File: src/rtl/uart_sched_pkg.sv
// Shared types and constants for the UART TX scheduler and the command encoders feeding it.
package uart_sched_pkg;
  localparam int BYTE_W = 8;

  typedef enum logic [2:0] {
    S_IDLE,
    S_START,
    S_WAIT_BUSY,
    S_WAIT_DONE,
    S_GAP
  } tx_state_t;

  // Command-byte prefixes, agreed with the command encoder
  localparam logic [2:0] CMD_NOP    = 3'b000;
  localparam logic [2:0] CMD_KEY    = 3'b001;
  localparam logic [2:0] CMD_MENU   = 3'b010;
  localparam logic [2:0] CMD_MOUSE  = 3'b011;
  localparam logic [2:0] CMD_REPEAT = 3'b100;
  localparam logic [2:0] CMD_ECHO   = 3'b101;
  localparam logic [2:0] CMD_STATUS = 3'b110;
endpackage

File: src/rtl/uart_tx_scheduler_if.sv
// Requester handshake, flush and transmitter-side signals of the UART TX scheduler.
interface uart_tx_scheduler_if
  import uart_sched_pkg::*;
#(
  parameter int NUM_REQ    = 3,
  parameter int FIFO_DEPTH = 4
);
  logic [NUM_REQ-1:0]             req_valid;
  logic [NUM_REQ-1:0][BYTE_W-1:0] req_data;
  logic [NUM_REQ-1:0]             req_ready;
  logic                           flush;
  logic                           tx_busy;
  logic                           tx_start;
  logic [BYTE_W-1:0]              tx_data;
  logic [$clog2(FIFO_DEPTH):0]    fifo_level;
  logic                           tx_lost;

  modport master (
    output req_valid, req_data, flush, tx_busy,
    input  req_ready, tx_start, tx_data, fifo_level, tx_lost
  );
  modport slave (
    input  req_valid, req_data, flush, tx_busy,
    output req_ready, tx_start, tx_data, fifo_level, tx_lost
  );
endinterface

File: src/rtl/rr_arbiter.sv
// Round-robin arbiter: one-hot grant starting the search just after the last winner.
module rr_arbiter #(
  parameter int NUM_REQ = 3
)(
  input  logic               clk,
  input  logic               reset,
  input  logic [NUM_REQ-1:0] valid,
  input  logic               en,
  output logic [NUM_REQ-1:0] grant
);
  localparam int IW = $clog2(NUM_REQ);

  logic [IW-1:0] last;
  int            sel;

  // Lowest index above last wins; otherwise wrap to the lowest index at or below it
  always_comb begin
    sel = -1;
    for (int k = NUM_REQ - 1; k >= 0; k--)
      if (valid[k] && k <= int'(last)) sel = k;
    for (int k = NUM_REQ - 1; k >= 0; k--)
      if (valid[k] && k > int'(last)) sel = k;
  end

  always_comb begin
    grant = '0;
    for (int k = 0; k < NUM_REQ; k++)
      grant[k] = en && (sel == k);
  end

  always_ff @(posedge clk or posedge reset) begin
    if (reset)                last <= IW'(NUM_REQ - 1);
    else if (en && sel >= 0)  last <= IW'(sel);
  end
endmodule

File: src/rtl/uart_tx_scheduler.sv
// Arbitrates command bytes from several sources into a FIFO and paces them into one UART transmitter.
module uart_tx_scheduler
  import uart_sched_pkg::*;
#(
  parameter int NUM_REQ      = 3,
  parameter int FIFO_DEPTH   = 4,
  parameter int GAP_CYCLES   = 16,
  parameter int BUSY_TIMEOUT = 4
)(
  input logic                clk,
  input logic                reset,
  uart_tx_scheduler_if.slave bus
);
  localparam int PW   = $clog2(FIFO_DEPTH);
  localparam int LW   = PW + 1;
  localparam int TMAX = (GAP_CYCLES > BUSY_TIMEOUT) ? GAP_CYCLES : BUSY_TIMEOUT;
  localparam int TW   = $clog2(TMAX + 1);

  logic [BYTE_W-1:0]  mem [FIFO_DEPTH];
  logic [PW-1:0]      head, tail;
  logic [LW-1:0]      level;
  logic [NUM_REQ-1:0] grant;
  logic [BYTE_W-1:0]  push_data, tx_data_q;
  logic               arb_en, push, pop;
  tx_state_t          state, nxt;
  logic [TW-1:0]      tmr, tmr_nxt;
  logic               load, lost_set, lost;

  // Full is judged on the registered level, so a same-cycle pop never frees a slot early
  assign arb_en = !reset && !bus.flush && (level < LW'(FIFO_DEPTH));

  rr_arbiter #(.NUM_REQ(NUM_REQ)) u_arb (
    .clk   (clk),
    .reset (reset),
    .valid (bus.req_valid),
    .en    (arb_en),
    .grant (grant)
  );

  always_comb begin
    push_data = '0;
    for (int k = 0; k < NUM_REQ; k++)
      if (grant[k]) push_data = bus.req_data[k];
  end

  assign push = |grant;
  assign pop  = (state == S_START) && (level != '0);

  always_ff @(posedge clk) begin
    if (push) mem[tail] <= push_data;
  end

  always_ff @(posedge clk or posedge reset) begin
    if (reset) begin
      head  <= '0;
      tail  <= '0;
      level <= '0;
    end else if (bus.flush) begin
      head  <= '0;
      tail  <= '0;
      level <= '0;
    end else begin
      if (push) tail <= tail + 1'b1;
      if (pop)  head <= head + 1'b1;
      level <= level + LW'(push) - LW'(pop);
    end
  end

  always_comb begin
    nxt      = state;
    tmr_nxt  = tmr;
    load     = 1'b0;
    lost_set = 1'b0;
    case (state)
      S_IDLE:
        if (level != '0 && !bus.tx_busy && !bus.flush) begin
          nxt  = S_START;
          load = 1'b1;
        end
      S_START: begin
        nxt     = S_WAIT_BUSY;
        tmr_nxt = '0;
      end
      S_WAIT_BUSY:
        if (bus.tx_busy) begin
          nxt = S_WAIT_DONE;
        end else if (tmr == TW'(BUSY_TIMEOUT - 1)) begin
          lost_set = 1'b1;
          nxt      = (GAP_CYCLES == 0) ? S_IDLE : S_GAP;
          tmr_nxt  = '0;
        end else begin
          tmr_nxt = tmr + 1'b1;
        end
      S_WAIT_DONE:
        if (!bus.tx_busy) begin
          nxt     = (GAP_CYCLES == 0) ? S_IDLE : S_GAP;
          tmr_nxt = '0;
        end
      S_GAP:
        if (tmr == TW'(GAP_CYCLES - 1)) nxt = S_IDLE;
        else                            tmr_nxt = tmr + 1'b1;
      default: nxt = S_IDLE;
    endcase
  end

  // tx_data is captured on the way into START so it is already valid with the start pulse
  always_ff @(posedge clk or posedge reset) begin
    if (reset) begin
      state     <= S_IDLE;
      tmr       <= '0;
      tx_data_q <= '0;
      lost      <= 1'b0;
    end else begin
      state <= nxt;
      tmr   <= tmr_nxt;
      if (load)     tx_data_q <= mem[head];
      if (lost_set) lost      <= 1'b1;
    end
  end

  assign bus.req_ready  = grant;
  assign bus.tx_start   = (state == S_START);
  assign bus.tx_data    = tx_data_q;
  assign bus.fifo_level = level;
  assign bus.tx_lost    = lost;
endmodule

File: src/flat_wrapper.sv
// flat-port wrapper written by rule: the top's interface ports become plain ports
module uart_tx_scheduler_flat import uart_sched_pkg::*;
#(
  parameter int NUM_REQ      = 3,
  parameter int FIFO_DEPTH   = 4,
  parameter int GAP_CYCLES   = 16,
  parameter int BUSY_TIMEOUT = 4
)
  (clk, reset, bus_req_valid, bus_req_data, bus_flush, bus_tx_busy, bus_req_ready, bus_tx_start, bus_tx_data, bus_fifo_level, bus_tx_lost);
  uart_tx_scheduler_if #(.NUM_REQ(NUM_REQ), .FIFO_DEPTH(FIFO_DEPTH)) bus_i ();
  input logic clk;
  input logic reset;
  input wire logic [$bits(bus_i.req_valid)-1:0] bus_req_valid;
  input wire logic [$bits(bus_i.req_data)-1:0] bus_req_data;
  input wire logic [$bits(bus_i.flush)-1:0] bus_flush;
  input wire logic [$bits(bus_i.tx_busy)-1:0] bus_tx_busy;
  output wire logic [$bits(bus_i.req_ready)-1:0] bus_req_ready;
  output wire logic [$bits(bus_i.tx_start)-1:0] bus_tx_start;
  output wire logic [$bits(bus_i.tx_data)-1:0] bus_tx_data;
  output wire logic [$bits(bus_i.fifo_level)-1:0] bus_fifo_level;
  output wire logic [$bits(bus_i.tx_lost)-1:0] bus_tx_lost;
  assign bus_i.req_valid = bus_req_valid;
  assign bus_i.req_data = bus_req_data;
  assign bus_i.flush = bus_flush;
  assign bus_i.tx_busy = bus_tx_busy;
  assign bus_req_ready = bus_i.req_ready;
  assign bus_tx_start = bus_i.tx_start;
  assign bus_tx_data = bus_i.tx_data;
  assign bus_fifo_level = bus_i.fifo_level;
  assign bus_tx_lost = bus_i.tx_lost;
  uart_tx_scheduler #(.NUM_REQ(NUM_REQ), .FIFO_DEPTH(FIFO_DEPTH), .GAP_CYCLES(GAP_CYCLES), .BUSY_TIMEOUT(BUSY_TIMEOUT)) u_core (.clk(clk), .reset(reset), .bus(bus_i));
endmodule
File: config.mk
export PLATFORM = sky130hd
export DESIGN_NAME = uart_tx_scheduler_flat
export DESIGN_NICKNAME = d
export VERILOG_FILES = /design/src/rtl/uart_sched_pkg.sv /design/src/rtl/uart_tx_scheduler_if.sv /design/src/rtl/rr_arbiter.sv /design/src/rtl/uart_tx_scheduler.sv /design/src/flat_wrapper.sv
export SDC_FILE = /design/constraint.sdc
export NUM_CORES = 1
export LEC_CHECK = 0
export ABC_AREA = 1
export ABC_CLOCK_PERIOD_IN_PS = 1800
export CELL_PAD_IN_SITES_DETAIL_PLACEMENT = 1
export CELL_PAD_IN_SITES_GLOBAL_PLACEMENT = 2
export CORE_MARGIN = 4
export CORE_UTILIZATION = 29
export CTS_CLUSTER_DIAMETER = 40
export CTS_CLUSTER_SIZE = 12
export DETAILED_ROUTE_END_ITERATION = 10
export GPL_ROUTABILITY_DRIVEN = 0
export MAX_ROUTING_LAYER = met4
export PLACE_DENSITY = 0.82
export SLEW_MARGIN = 20
export SYNTH_ARGS = -nofsm -noshare
export SYNTH_HDL_FRONTEND = slang
export SYNTH_SLANG_ARGS = --single-unit
File: constraint.sdc
create_clock -name clk -period 1.8 [get_ports clk]
set_input_delay 0.27 -clock clk [delete_from_list [all_inputs] [get_ports clk]]
set_output_delay 0.27 -clock clk [all_outputs]
set_load 0.01 [all_outputs]
# Word level (Yosys, flattened, before mapping)
# Memories as Yosys holds them, arrays and structs flattened. A register that Yosys moved wholly into a read port is not among the register bits.
# Cells that the tools add are included.
[word_totals]
inputBits = 31
mem_count = 1
register_bits = 18
ram_bits = 32
out_inout_bits = 16
[classes]
n_mux = 31
eq_ne = 14
n_addsub = 5
n_lt_le_gt_ge = 6
reduce_logical = 25
[memory_table]
columns = ["name", "depth", "word_bits", "rd", "rd_clocked_by_memory_dff", "wr", "line", "rtl"]
rows = [
  ["u_core.mem", 4, 8, 1, 1, 1, "uart_tx_scheduler.sv:19", "logic [BYTE_W-1:0] mem [FIFO_DEPTH];"],
]
[ops]
columns = ["cell", "count"]
rows = [
  ["$mux W32", 5],
  ["$eq A32 B2 Y1 const B", 1],
  ["$eq A32 B3 Y1 const B", 1],
  ["$ge A32 B1 Y1 const B", 1],
  ["$logic_not A32 Y1", 1],
  ["$mux W8", 3],
  ["$mux W5", 4],
  ["$pmux W5 S4", 1],
  ["$mux W3", 6],
  ["$pmux W3 S5", 1],
  ["$logic_and A1 B1 Y1", 13],
  ["$mux W2", 4],
  ["$reduce_and A4 Y1", 2],
  ["$mux W1", 7],
  ["$eq A3 B2 Y1 const B", 2],
  ["$ne A2 B2 Y1 const B", 3],
  ["$add A5 B1 Y5 const B", 1],
  ["$eq A5 B2 Y1 const B", 1],
  ["$eq A5 B4 Y1 const B", 1],
  ["$add A2 B1 Y2 const B", 2],
  ["$ne A2 B1 Y1 const B", 2],
  ["$reduce_bool A2 Y1", 2],
  ["$reduce_bool A4 Y1", 1],
  ["$add A3 B1 Y3", 1],
  ["other kinds (13)", 15],
]

# Longest topological paths before layout
# Gate-level depths: netlist of the first run.
[logic_depth]
depth_word = 13
depth_mapped = 11

# By module
# Synthesis of the first run repeated with hierarchy kept, for this count alone.
[unflattened]
hier_cells = 337
hier_area_um2 = 2977.9
[modules_own_cells]
columns = ["mod", "instances", "area_per_inst_um2", "cells_each"]
rows = [
  ["uart_tx_scheduler", 1, 2793.9, 307],
  ["rr_arbiter", 1, 183.9, 30],
]

# Least setup slack after synthesis of the first run
# Ideal clock, no wire load.
[synth_timing]
path_type = "flip-flop to flip-flop"
start = "register u_core.state[0]"
end = "register u_core.level[2] (netlist: u_core.bus.fifo_level[2])"
stages_incl_launch_ff = 12
setup_slack_ns = -0.213
required_time_ns = 1.682
arrival_time_ns = 1.894
cell_sequence = "dfrtp_1 -> inv_1 -> nor3_4 -> nand2_1 -> inv_1 -> ha_1 -> inv_1 -> ha_1 -> inv_1 -> fa_1 -> xor2_1 -> nor2_1"
[synth_between]
elab_chain_cells = 4
[synth_rtl]
columns = ["item", "line", "rtl"]
rows = [
  ["from (decl)", "uart_tx_scheduler.sv:25", "tx_state_t state, nxt;"],
  ["from (signal assigned)", "uart_tx_scheduler.sv:114", "state <= nxt;"],
  ["$eq A3 B1 Y1", "--", ""],
  ["net bus_tx_start", "flat_wrapper.sv:18", "output wire logic [$bits(bus_i.tx_start)-1:0] bus_tx_start;"],
  ["$logic_and A1 B1 Y1", "uart_tx_scheduler.sv:47", "assign pop = (state == S_START) && (level != '0);"],
  ["$sub A3 B1 Y3", "uart_tx_scheduler.sv:65", "level <= level + LW'(push) - LW'(pop);"],
  ["$mux W3", "uart_tx_scheduler.sv:58", "end else if (bus.flush) begin"],
  ["to (signal assigned)", "uart_tx_scheduler.sv:65", ""],
  ["to (decl)", "uart_tx_scheduler.sv:21", "logic [LW-1:0] level;"],
]
# The timed path passes the listed nets, and every way through them passes these cells.
# A chain may end at the register's enable or synchronous reset.

# Worst setup path after layout of the first run
[layout_timing]
start = "register u_core.state[1]"
end = "register u_core.level[1] (netlist: u_core.bus.fifo_level[1])"
[layout_between]
elab_chain_cells = 4
[layout_rtl]
columns = ["item", "line"]
rows = [
  ["$eq A3 B1 Y1", "uart_tx_scheduler.sv:47"],
  ["$logic_and A1 B1 Y1", "uart_tx_scheduler.sv:47"],
  ["$sub A3 B1 Y3", "uart_tx_scheduler.sv:65"],
  ["$mux W3", "uart_tx_scheduler.sv:58"],
]
# Every way passes these cells.

==> results of run 1 <==
## logic make-up after synthesis
family                     Yosys count  share of synthesized area, %
DFF                                 58                         56.44
AOI/OAI and AO/OA                   44                         8.669
xor gates and xnor gates             4                         1.226
buffers and inverters               38                         5.473
adders and majority gates            9                         4.203
and+or+nand+nor                    152                         23.99
## flip-flops by register name (all words and copies together), names as in the netlist
name / flops
u_core.bus.tx_lost: 1
u_core.u_arb.last: 2
u_core.state: 3
u_core.tmr: 5
u_core.mem: 32
u_core.bus.fifo_level: 3
u_core.tail: 2
u_core.bus.tx_data: 8
u_core.head: 2
## placed cells by master, fill, tap and decap left out, drive strengths merged
cell / synthesis / final
fa: 1 / 1
nand3b: 1 / 1
clkbuf: 0 / 9
bufinv: 0 / 2
clkdlybuf4s15: 0 / 1
o22ai: 8 / 8
nor3: 2 / 2
edfxtp: 32 / 32
nand4: 12 / 12
buf: 6 / 46
dfrtp: 25 / 25
nand2: 75 / 75
dlymetal6s2s: 0 / 1
nor2: 38 / 38
o21bai: 1 / 1
a21oi: 3 / 3
clkinvlp: 0 / 2
dfstp: 1 / 1
xnor2: 1 / 1
inv: 32 / 33
ha: 8 / 8
xor2: 3 / 3
clkinv: 0 / 2
clkdlybuf4s50: 0 / 41
o21ai: 32 / 32
nand3: 24 / 24
## how the worst max path moves through the flow
stage                                     to  slack [ns]
global placement    u_core.bus.fifo_level[1]       -0.33
floorplan           u_core.bus.fifo_level[1]       -0.16
finish              u_core.bus.fifo_level[1]       -0.06
CTS                 u_core.bus.fifo_level[1]       -0.07
detailed placement  u_core.bus.fifo_level[1]       -0.36
global route        u_core.bus.fifo_level[2]       -0.16
## where the power goes
| group | internal [uW] | switching, uW | leakage [uW] |
|---|---|---|---|
| registers | 1640 | 124 | 0.000638 |
| clock network | 788 | 550 | 0.000106 |
| logic | 882 | 993 | 0.00103 |
## layer usage
layer	vias to the layer above	global-route usage, %	routed length [um]	share of wire (%)
met2	55	21.67	3434	48
met3	9	3.659	292	4.0
li1	1213	-	-	-
met4	0	5.023	110	1.5
met1	1140	16.99	3392	47
met5	-	-	0	0
## final cells by class
type,instances,area [um^2],area share (%)
Timing Repair Buffer,89,774.5,19.21
Clock buffer,9,123.9,3.073
Inverter,32,122.6,3.042
Sequential cell,58,1614,40.04
Tap cell,129,161.4,4.004
Clock inverter,7,101.3,2.514
Multi-Input combinational cell,209,1134,28.12
## critical path, stage by stage, from the launching register on
cell     delay, ns
dfrtp_1       0.41
nor3_4        0.23
nand2_2       0.09
inv_2         0.08
ha_4          0.20
inv_4         0.05
ha_4          0.12
inv_2         0.03
fa_2          0.50
nor2_1        0.04
## timing repair
item | CTS | global route
endpoints found under the hold margin | 0 | 0
resized for setup | 13 | 10
pin swaps | 3 | 1
buffers inserted | 3 | 7
endpoints found under the setup margin | 6 | 12
## metrics by stage
| step | cell area [um^2] | setup TNS [ns] |
|---|---|---|
| after floorplan | 2887 | -0.2817 |
| after global placement | 3720 | -1.619 |
| after detailed placement | 3720 | -3.673 |
| after CTS | 3980 | -0.2295 |
| after global routing | 4031 | -0.3391 |
| final | 4031 | -0.1179 |
==> impl_results.md, run 1 <==
* Result of the run: finished with violations
* Failing checks: negative setup slack
* Dpl cells at 507
* I/O pins at 47
* Post-synthesis cell type count at 28
* Starting DRT DRC Count at 118
* Grt total ovfl at 0
* Worst setup EP type: flop
* Critical R2R Launch: u_core.state[1]
* DP HPWL at 5.377 mm
* Die area at 11,510 um^2
* Worst Path Max Fanout at 2
* Top_reg_cell synth: edfxtp_1
* Fin cells at 533
* Routed WL at 7.229 mm
* Peak VDD IR at 0.0003651 V
* Req. time, crit path at 2.02 ns
* Async set-reset flop share out of synthesis at 44.83%
* Crit start category: flop
* Syn avg cell area at 9.370 um^2
* Hold Crit Start: bus_flush
* RSZ-0062 raised after global routing: true
* Fillers at 1,086
* Worst-margin pin slew at 0.5167 ns
* Fin. Hold Viols at 0
* Critical Path Start: u_core.state[1]
* Design Power at 4976 uW
* CTS tree: done
* Dpl ws at -0.3550 ns
* Net Count, Synth at 345
* Routed vias/inst at 4.535
* Critical path arrival at 2.09 ns
* Vias in the first global route at 2,560
* First-pass GRT wire length at 12.09 mm
* Antenna violations before repair at 0
* Setup violators final at 2
* Warnings from Yosys at 0
* Crit share post-route at 103.6%
* Diodes inserted at 0
* Max cap viols at 0
* Hold slack at 0.3077 ns
* Leakage power at 0.001778 uW
* R2r worst-path depth at 9
* Hold_buf cts at 0
* Die Y at 107.3 um
* Rows at 35
* Register clock-pin slew on the reported worst setup and hold paths at 0.07 ns
* Starting Density at 30.35%
* Vias at 2,417
* Fin nets at 439
* Register area share after synthesis at 56.44%
* Area leader, netlist: edfxtp_1
* Area Growth Syn to Fin at 41.07%
* Top-count cell post-synth: nand2_1
* Synth Register Bits at 58
* Deepest clock path buffer count at 2
* Worst Hold End: u_core.bus.fifo_level[0]
* R2R setup slack at -0.06 ns
* Clk Latency, worst-skew pair at 0.34 ns
* Clock Tree Root: clkbuf_8
* Synthesized cell area at 2858 um^2
* Syn Inst Count at 305
* Hold Crit Depth at 3
* Remaining DRCs at 0
* # clock sinks at 58
* Minimum clock period at 1.864 ns
* Max Transition Viols Final at 0
* EDFF count, synth at 32
* Inserted Clock Buffers at 9
* Clock H-tree levels at 3
* Die Wd at 107.3 um
* Pin count of the biggest net entering global routing at 27
* Number of nets with antenna violations after routing at 0
* Total track usage at 13.73%
* Share of the synthesized area in the top cell type at 33.63%
* Core Area at 9415 um^2
* FF-to-FF End: u_core.bus.fifo_level[1]
* IO buf count at 46
* Largest cells by area after synthesis: edfxtp_1 34%, dfrtp_1 22%, nand2_1 9.7%
* Hold WC Path Type: primary input to flop
* Top cells by count, synth: 74 x nand2_1, 32 x edfxtp_1, 32 x nor2_1, 31 x o21ai_0, 29 x inv_1
* First-pass DRT Iterations at 4
* Utilization after layout at 42.82%
* Fmax at 536.4 MHz
* Ratio of cells with drive above 1 in the final layout at 22.52%
* Slew headroom at 65.52%
* Pwr/cell area at 1234 nW/um^2
* Final setup margin at -0.06425 ns
* Avg WL per Cell at 13.56 um
* Worst Skew at 0.007868 ns
* Critical path class: flop to flop
(Power assumes the default switching activity.)
==> run 2, diff against run 1 <==
--- a/config.mk
+++ b/config.mk
@@ -17,6 +17,7 @@
 export GPL_ROUTABILITY_DRIVEN = 0
 export MAX_ROUTING_LAYER = met4
 export PLACE_DENSITY = 0.82
+export REMOVE_ABC_BUFFERS = 1
 export SLEW_MARGIN = 20
 export SYNTH_ARGS = -nofsm -noshare
 export SYNTH_HDL_FRONTEND = slang
==> impl_results.md, run 2 (synthesis results as in run 1) <==
* Max Transition Viols Final at 0 (unchanged)
* Remaining DRCs at 0 (unchanged)
* Critical path class: flop to flop
* Design Power at 4802 uW (-3.5%)
* Fin. Hold Viols at 0 (unchanged)
* Routed WL at 7.381 mm (+2.1%)
* Fmax at 527.2 MHz (-1.7%)
* Crit share post-route at 105.4% (+1.8 points)
* Dpl ws at -0.4552 ns (-0.1001 ns)
* Avg WL per Cell at 13.80 um (+1.7%)
* Antenna violations before repair at 0 (unchanged)
* Most flops, register: u_core.mem
* Starting Density at 30.35% (unchanged)
* FF-to-FF End: u_core.bus.fifo_level[1]
* Fin nets at 441 (+0.46%)
* # clock sinks at 58 (unchanged)
* IO buf count at 46 (unchanged)
* CP endpoint: u_core.bus.fifo_level[1]
* Vias in the first global route at 2,664 (+4.1%)
* Vias at 2,437 (+0.83%)
* Area Growth Syn to Fin at 42.38%
* Leakage power at 0.001788 uW (+0.54%)
* Deepest clock path buffer count at 2 (unchanged)
* Slew headroom at 65.14% (-0.38 points)
* Register clock-pin slew on the reported worst setup and hold paths at 0.07 ns (about the same)
* Clock H-tree levels at 3 (unchanged)
* Pin count of the biggest net entering global routing at 27 (unchanged)
* Critical Path Start: u_core.state[2]
* Pwr/cell area at 1180 nW/um^2 (-4.4%)
* Worst-margin pin slew at 0.5223 ns (+0.005694 ns)
* Routed vias/inst at 4.555 (+0.45%)
* Crit start category: flop
* Clk Latency, worst-skew pair at 0.33 ns (about the same)
* Critical path arrival at 2.12 ns (+0.03 ns)
* First-pass GRT wire length at 12.50 mm (+3.4%)
* R2r worst-path depth at 9 (unchanged)
* CTS tree: done
* Req. time, crit path at 2.02 ns (about the same)
* Minimum clock period at 1.897 ns (+0.03247 ns)
* Commonest non-fill, non-tap cell in the layout: nand2_1
* Max cap viols at 0 (unchanged)
* Die Y at 107.3 um (unchanged)
* Max FFs per register at 32 (unchanged)
* Final setup margin at -0.09673 ns (-0.03247 ns)
* Hold slack at 0.3998 ns (+0.09214 ns)
* Hold WC Path Type: primary input to async pin
* RSZ-0062 raised after global routing: true
* Inserted Clock Buffers at 9 (unchanged)
* Core Area at 9415 um^2 (unchanged)
* Most frequent cells in the layout: 73 x nand2_1, 42 x buf_4, 41 x clkdlybuf4s50_1, 32 x edfxtp_1
* Die area at 11,510 um^2 (unchanged)
* Peak VDD IR at 0.0004116 V (+13%)
* Result of the run: finished with violations
* CP Cell Sequence: nor3_4 -> nand2_2 -> inv_2 -> ha_4 -> inv_4 -> ha_4 -> inv_2 -> fa_2 -> nor2_2
* R2R setup slack at -0.1 ns (-0.03 ns)
* Critical R2R Launch: u_core.state[2]
* Failing checks: negative setup slack
* Setup violators final at 5 (+3)
* Worst Skew at 0.008683 ns (+0.0008148 ns)
* Ratio of cells with drive above 1 in the final layout at 22.41% (-0.11 points)
* Die Wd at 107.3 um (unchanged)
* Grt total ovfl at 0 (unchanged)
* DP HPWL at 5.542 mm (+3.1%)
* Diodes inserted at 0 (unchanged)
* Worst Path Max Fanout at 2 (unchanged)
* Clock Tree Root: clkbuf_8
* Total track usage at 14.15% (+0.42 points)
* Worst setup EP type: flop
* Number of nets with antenna violations after routing at 0 (unchanged)
* Critical Path Max Stage Delay at 0.52 ns (+0.02 ns)
* Starting DRT DRC Count at 113 (-4.2%)
* I/O pins at 47 (unchanged)
* Rows at 35 (unchanged)
* Slowest cell on crit path: fa_2
* Hold_buf cts at 0 (unchanged)
* First-pass DRT Iterations at 4 (unchanged)
run 2: final cells by class:
cell class	count	area, um^2
Fill cell	1097	5346
Tap cell	129	161.4
Multi-Input combinational cell	209	1147
Clock inverter	7	77.57
Inverter	32	122.6
Sequential cell	58	1613
Timing Repair Buffer	91	823.3
Clock buffer	9	123.9
run 2: worst min-delay path by stage:
stage / start / to / slack, ns
5_1_grt: reset / u_core.state[0] / 0.45
3_5_place_dp: u_core.bus.tx_lost / u_core.bus.tx_lost / 0.46
3_3_place_gp: u_core.bus.tx_lost / u_core.bus.tx_lost / 0.46
2_1_floorplan: reset / u_core.bus.fifo_level[0] / 0.31
4_1_cts: reset / u_core.state[0] / 0.41
6_report: reset / u_core.bus.fifo_level[1] / 0.40
run 2: power by group:
| group | internal (uW) | leakage, uW | switching (uW) |
|---|---|---|---|
| registers | 1640 | 0.000640 | 118 |
| logic | 860 | 0.00106 | 989 |
| clock network | 645 | 0.0000881 | 553 |
run 2: metal layers:
layer	part of all wire (%)	track usage, %	up-vias
li1	-	-	1221
met1	46	17.22	1168
met2	50	24.08	43
met3	2.8	1.740	5
met4	1.1	5.388	0
met5	0	-	-
run 2: worst max-delay path: cells and delay by family (launching register included):
family | cells | cell delay (ns)
fa+ha+maj | 3 | 0.86
buf+inv | 3 | 0.18
simple gates | 3 | 0.33
flops | 1 | 0.41
run 2: metrics by stage:
stage | cells | area, um^2 | util (%) | setup TNS (ns)
2_1_floorplan | 299 | 2821 | - | -2.161
3_3_place_gp | 511 | 3721 | 39.52 | -5.161
3_5_place_dp | 511 | 3721 | 39.52 | -6.875
4_1_cts | 531 | 3978 | 42.25 | -0.1915
5_1_grt | 535 | 4069 | 43.22 | -0.7663
6_report | 535 | 4069 | 43.22 | -0.2262
run 2: timing repair:
item                                    in CTS  in global routing
resized for setup                           24                 12
endpoints found under the setup margin       6                  8
pin swaps                                    4                  9
buffers inserted                             4                  4
